==> src/rtl/mem_to_reg_mux_if.sv <==
// Write-back selector bus: eight candidate values, a select code and the
// registered result heading to the register-file write-data port.
interface mem_to_reg_mux_if #(
    parameter int unsigned WIDTH = 32
) ();

    logic [WIDTH-1:0] entry0;
    logic [WIDTH-1:0] entry1;
    logic [WIDTH-1:0] entry2;
    logic [WIDTH-1:0] entry3;
    logic [WIDTH-1:0] entry4;
    logic [WIDTH-1:0] entry5;
    logic [WIDTH-1:0] entry6;
    logic [WIDTH-1:0] entry7;
    logic [2:0]       controlSingal;
    logic [WIDTH-1:0] out;

    // Datapath/control side: supplies candidates and the code, consumes the result.
    modport master (
        output entry0, entry1, entry2, entry3,
        output entry4, entry5, entry6, entry7,
        output controlSingal,
        input  out
    );

    // Selector side.
    modport slave (
        input  entry0, entry1, entry2, entry3,
        input  entry4, entry5, entry6, entry7,
        input  controlSingal,
        output out
    );

endinterface

==> src/rtl/mem_to_reg_mux.sv <==
// Write-back source selector: 8-way mux of bit-exact candidates into a single
// output register that reloads every cycle. Reset is synchronous and wins over
// selection.
module mem_to_reg_mux #(
    parameter int unsigned WIDTH = 32
) (
    input  logic              clk,
    input  logic              reset,
    mem_to_reg_mux_if.slave   bus
);

    logic [WIDTH-1:0] sel_value;
    logic [WIDTH-1:0] out_q;

    // Combinational 8-way select; every code is legal.
    always_comb begin
        // Unknown code propagates as unknown rather than being forced to a value.
        sel_value = 'x;
        unique case (bus.controlSingal)
            3'd0: sel_value = bus.entry0;
            3'd1: sel_value = bus.entry1;
            3'd2: sel_value = bus.entry2;
            3'd3: sel_value = bus.entry3;
            3'd4: sel_value = bus.entry4;
            3'd5: sel_value = bus.entry5;
            3'd6: sel_value = bus.entry6;
            3'd7: sel_value = bus.entry7;
        endcase
    end

    // Output register: clear on reset, otherwise load the selection each edge.
    always_ff @(posedge clk) begin
        if (reset) begin
            out_q <= '0;
        end else begin
            out_q <= sel_value;
        end
    end

    assign bus.out = out_q;

endmodule

==> src/flat_wrapper.sv <==
// flat-port wrapper written by rule: the top's interface ports become plain ports
module mem_to_reg_mux_flat 
#(
    parameter int unsigned WIDTH = 32
)
  (clk, reset, bus_entry0, bus_entry1, bus_entry2, bus_entry3, bus_entry4, bus_entry5, bus_entry6, bus_entry7, bus_controlSingal, bus_out);
  mem_to_reg_mux_if #(.WIDTH(WIDTH)) bus_i ();
  input  logic clk;
  input  logic reset;
  input wire logic [$bits(bus_i.entry0)-1:0] bus_entry0;
  input wire logic [$bits(bus_i.entry1)-1:0] bus_entry1;
  input wire logic [$bits(bus_i.entry2)-1:0] bus_entry2;
  input wire logic [$bits(bus_i.entry3)-1:0] bus_entry3;
  input wire logic [$bits(bus_i.entry4)-1:0] bus_entry4;
  input wire logic [$bits(bus_i.entry5)-1:0] bus_entry5;
  input wire logic [$bits(bus_i.entry6)-1:0] bus_entry6;
  input wire logic [$bits(bus_i.entry7)-1:0] bus_entry7;
  input wire logic [$bits(bus_i.controlSingal)-1:0] bus_controlSingal;
  output wire logic [$bits(bus_i.out)-1:0] bus_out;
  assign bus_i.entry0 = bus_entry0;
  assign bus_i.entry1 = bus_entry1;
  assign bus_i.entry2 = bus_entry2;
  assign bus_i.entry3 = bus_entry3;
  assign bus_i.entry4 = bus_entry4;
  assign bus_i.entry5 = bus_entry5;
  assign bus_i.entry6 = bus_entry6;
  assign bus_i.entry7 = bus_entry7;
  assign bus_i.controlSingal = bus_controlSingal;
  assign bus_out = bus_i.out;
  mem_to_reg_mux #(.WIDTH(WIDTH)) u_core (.clk(clk), .reset(reset), .bus(bus_i));
endmodule
==> config.mk <==
export PLATFORM = sky130hd
export DESIGN_NAME = mem_to_reg_mux_flat
export DESIGN_NICKNAME = d
export VERILOG_FILES = /design/src/rtl/mem_to_reg_mux_if.sv /design/src/rtl/mem_to_reg_mux.sv /design/src/flat_wrapper.sv
export SDC_FILE = /design/constraint.sdc
export NUM_CORES = 1
export LEC_CHECK = 0
export BUFFER_PORTS_ARGS = -buffer_cell sky130_fd_sc_hd__buf_2
export CORE_AREA = 2 2 115 117
export CTS_BUF_LIST = sky130_fd_sc_hd__clkbuf_2
export CTS_CLUSTER_SIZE = 30
export DETAILED_ROUTE_END_ITERATION = 7
export DIE_AREA = 0 0 117 119
export PLACE_DENSITY = 0.54
export SLEW_MARGIN = 40
export SYNTH_ARGS = -nofsm -noshare
export SYNTH_HDL_FRONTEND = slang
export SYNTH_SLANG_ARGS = --single-unit
==> constraint.sdc <==
create_clock -name clk -period 2.5 [get_ports clk]
set_clock_uncertainty 0.15 [all_clocks]
set_input_delay 0.125 -clock clk [delete_from_list [all_inputs] [get_ports clk]]
set_output_delay 0.125 -clock clk [all_outputs]
set_load 0.05 [all_outputs]
==> results.toml <==
[global_route]
grt.overflow.total = 0
grt_max_degree = 54
grt_first_pass_wirelength_um = 20300
grt_pass1_vias = 4276
grt.total_usage_pct = 18.6
antenna_found_initial = 0

[worst_setup_path]
end_kind = "register"
cpMostUsedCell = "buf_4"
critical-path-top-delay-family = "buffers and inverters"
crit_buf_inv = 3
slowest_delay_ns = 0.58
crit_path_start_kind = "input pin"
required_ns = 2.62
crit_arrival_ns = 2.30
critical_path.max_fanout = 53
crit_path_cell_trace = "buf_4, buf_4, mux2_2, a222oi_1, a211oi_1, dlygate4sd3_1"
crit_type = "input pin to register"
slowest_stage = "dlygate4sd3_1"

[detailed_routing]
drc = 0
drt-total-wl_um = 13800
avgRoutedWirePerCell_um = 16.2
viasPerCell = 4.92
dr.pass1.iters = 5
num_vias = 4199
dr.first_iter.drc_count = 272
drt.antenna.violating_nets = 0

[power_and_ir_drop]
p_seq_share_pct = 32.7
peakVddDrop_mv = 0.145
p_leak_uw = 0.00261
total_power_uw = 1740
switching_share_pct = 39.0
intPower_uw = 1060
power_switching_uw = 679
p_per_area_mw_per_mm2 = 334
p_comb_share_pct = 52.0
clock_power_share_pct = 15.3

[timing]
rsz0062_at_grt = "no"
finalCritPeriodShare_pct = 87.3
finalHoldViolCount = 0
max_slew_margin_pct = 53.0
fmax_ghz = 0.458
finalSetupViolations = 0
slew_violations = 0
layout_min_cycle_time_ns = 2.18
worst_pin_slew_ns = 0.705
fin_setup_tns_ns = 0

[floorplan]
die_w_um = 117
ios = 293
die-area_sq_mm = 0.0139
initial_core_util_pct = 22.7
core_sq_mm = 0.0129
rows = 42
die_h_um = 119

[hold_path]
hold_depth = 4
min_from = "bus_entry0[25]"
hold_path_class = "input pin to register"
min_delay_worst_endpoint = "u_core.bus.out[25]$_SDFF_PP0_"

[layout]
drive_above_1_share_pct = 51.5
nets = 939
area_growth_pct = 78.0
num_antenna_cells = 0
layoutNonFillerInstCount = 854
largest_register_ffs = 32
finalInstanceArea_sq_mm = 0.00520
nFillCells = 1305

[synthesis]
ys.flop_type = "dfxtp_1"
seq_area_frac_synth_pct = 21.9
synth_top_area_share_pct = 21.9
synth-edff-count = 0
synth_top_cell_by_area = "dfxtp_1"
synth-seq-cells = 32
syn_inst = 339
synthArstFlopShare_pct = 0
yosysWarnings = 0
ys_types = 28
syn-num-nets = 600
netlist_area_sq_mm = 0.00292
synthTopCellsByArea = "dfxtp_1, mux2_2, mux2i_1"
synth_common_cells = "dfxtp_1, nor2_1, mux2_2"
syn_area_per_cell_sq_um = 8.63
post-synth-top-count-cell = "dfxtp_1"

[run]
cap_violations = 0

[status]
outcome = "completed"

[clock_tree]
cts_sinks = 32
cts_buffers = 5
clk_pin_slew_worst_paths_ns = 0.19
h-tree-depth = 2
cts_tree = "done"
post_cts_buffers = 0
ctsRootBufferMaster = "clkbuf_2"
clock_path_buffers = 2

[placement]
place_area_sq_mm = 0.00453
hpwl_um = 10400
numPlacedInstances = 783
numPortBuffers = 292
gp_routability_congestion = 0.843
-- what timing repair did --
action,4_1_cts,5_1_grt
endpoints found under the setup margin,0,0
hold buffers,64,0
endpoints found under the hold margin,32,0
resized for setup,0,0
-- cells by family after synthesis --
kind of cell | synth area share, %
buffers and inverters | 8.81
muxes | 20.5
AOI/OAI and AO/OA | 35.6
DFF | 21.9
and+or+nand+nor | 13.2
-- power groups by stage --
stage | logic, uW | registers, uW | clock network, uW
6_report | 905 | 568 | 267
5_1_grt | 970 | 574 | 307
4_1_cts | 904 | 569 | 296
3_5_place_dp | 802 | 580 | 0
3_3_place_gp | 796 | 579 | 0
2_1_floorplan | 310 | 745 | 0
-- worst max-delay path by stage --
stage / startpoint / endpoint / slack, ns / depth (start not counted)
3_5_place_dp: bus_controlSingal[2] / u_core.bus.out[5]$_SDFF_PP0_ / 0.46 / 5
3_3_place_gp: bus_controlSingal[2] / u_core.bus.out[5]$_SDFF_PP0_ / 0.49 / 5
2_1_floorplan: bus_controlSingal[2] / u_core.bus.out[10]$_SDFF_PP0_ / 1.05 / 5
4_1_cts: bus_controlSingal[2] / u_core.bus.out[13]$_SDFF_PP0_ / 0.35 / 6
5_1_grt: bus_controlSingal[2] / u_core.bus.out[8]$_SDFF_PP0_ / 0.24 / 7
6_report: bus_controlSingal[2] / u_core.bus.out[13]$_SDFF_PP0_ / 0.32 / 6
-- stage by stage --
step / hold WS [ns] / setup slack, ns / utilization, %
after floorplan: 0.144 / 1.05 / -
after global placement: 0.266 / 0.487 / 35.2
after detailed placement: 0.274 / 0.456 / 35.2
after CTS: 0.406 / 0.351 / 40.4
after global routing: 0.411 / 0.235 / 40.4
final: 0.447 / 0.318 / 40.4
-- cell type report --
type,instances,area [sq um],area share [%]
tap,176,220,4.23
inverter,3,11.3,0.216
sequential,32,641,12.3
multi-input combinational,263,2030,39.0
clock inverter,1,5.00,0.0962
timing repair buffer,373,2270,43.6
clock buffer,6,30.0,0.577
-- layer usage --
layer  GRT usage, %  share of wire (%)  routed length, um  up-vias
met2           33.8                 50               6970      226
li1               -                  -                  -     2017
met1           21.1                 38               5310     1923
met4           6.91                2.7                377        0
met3           3.56                8.6               1180       33
met5              0                  0                  0        -
-- cell usage in the layout, fill, tap and decap left out, drive strengths merged --
cell,n
buf,309
a22oi,6
nand2,2
a21oi,26
a211oi,24
a211o,26
mux2i,26
o21bai,2
a41oi,2
nor2,33
nor2b,7
dfxtp,32
mux2,30
o221ai,6
or3,1
a311oi,6
o21ai,2
dlygate4sd3,64
a32oi,8
nand2b,24
inv,3
clkinv,1
a222oi,24
and2,8
clkbuf,6
No activity file was read; power rests on OpenSTA's default activity.
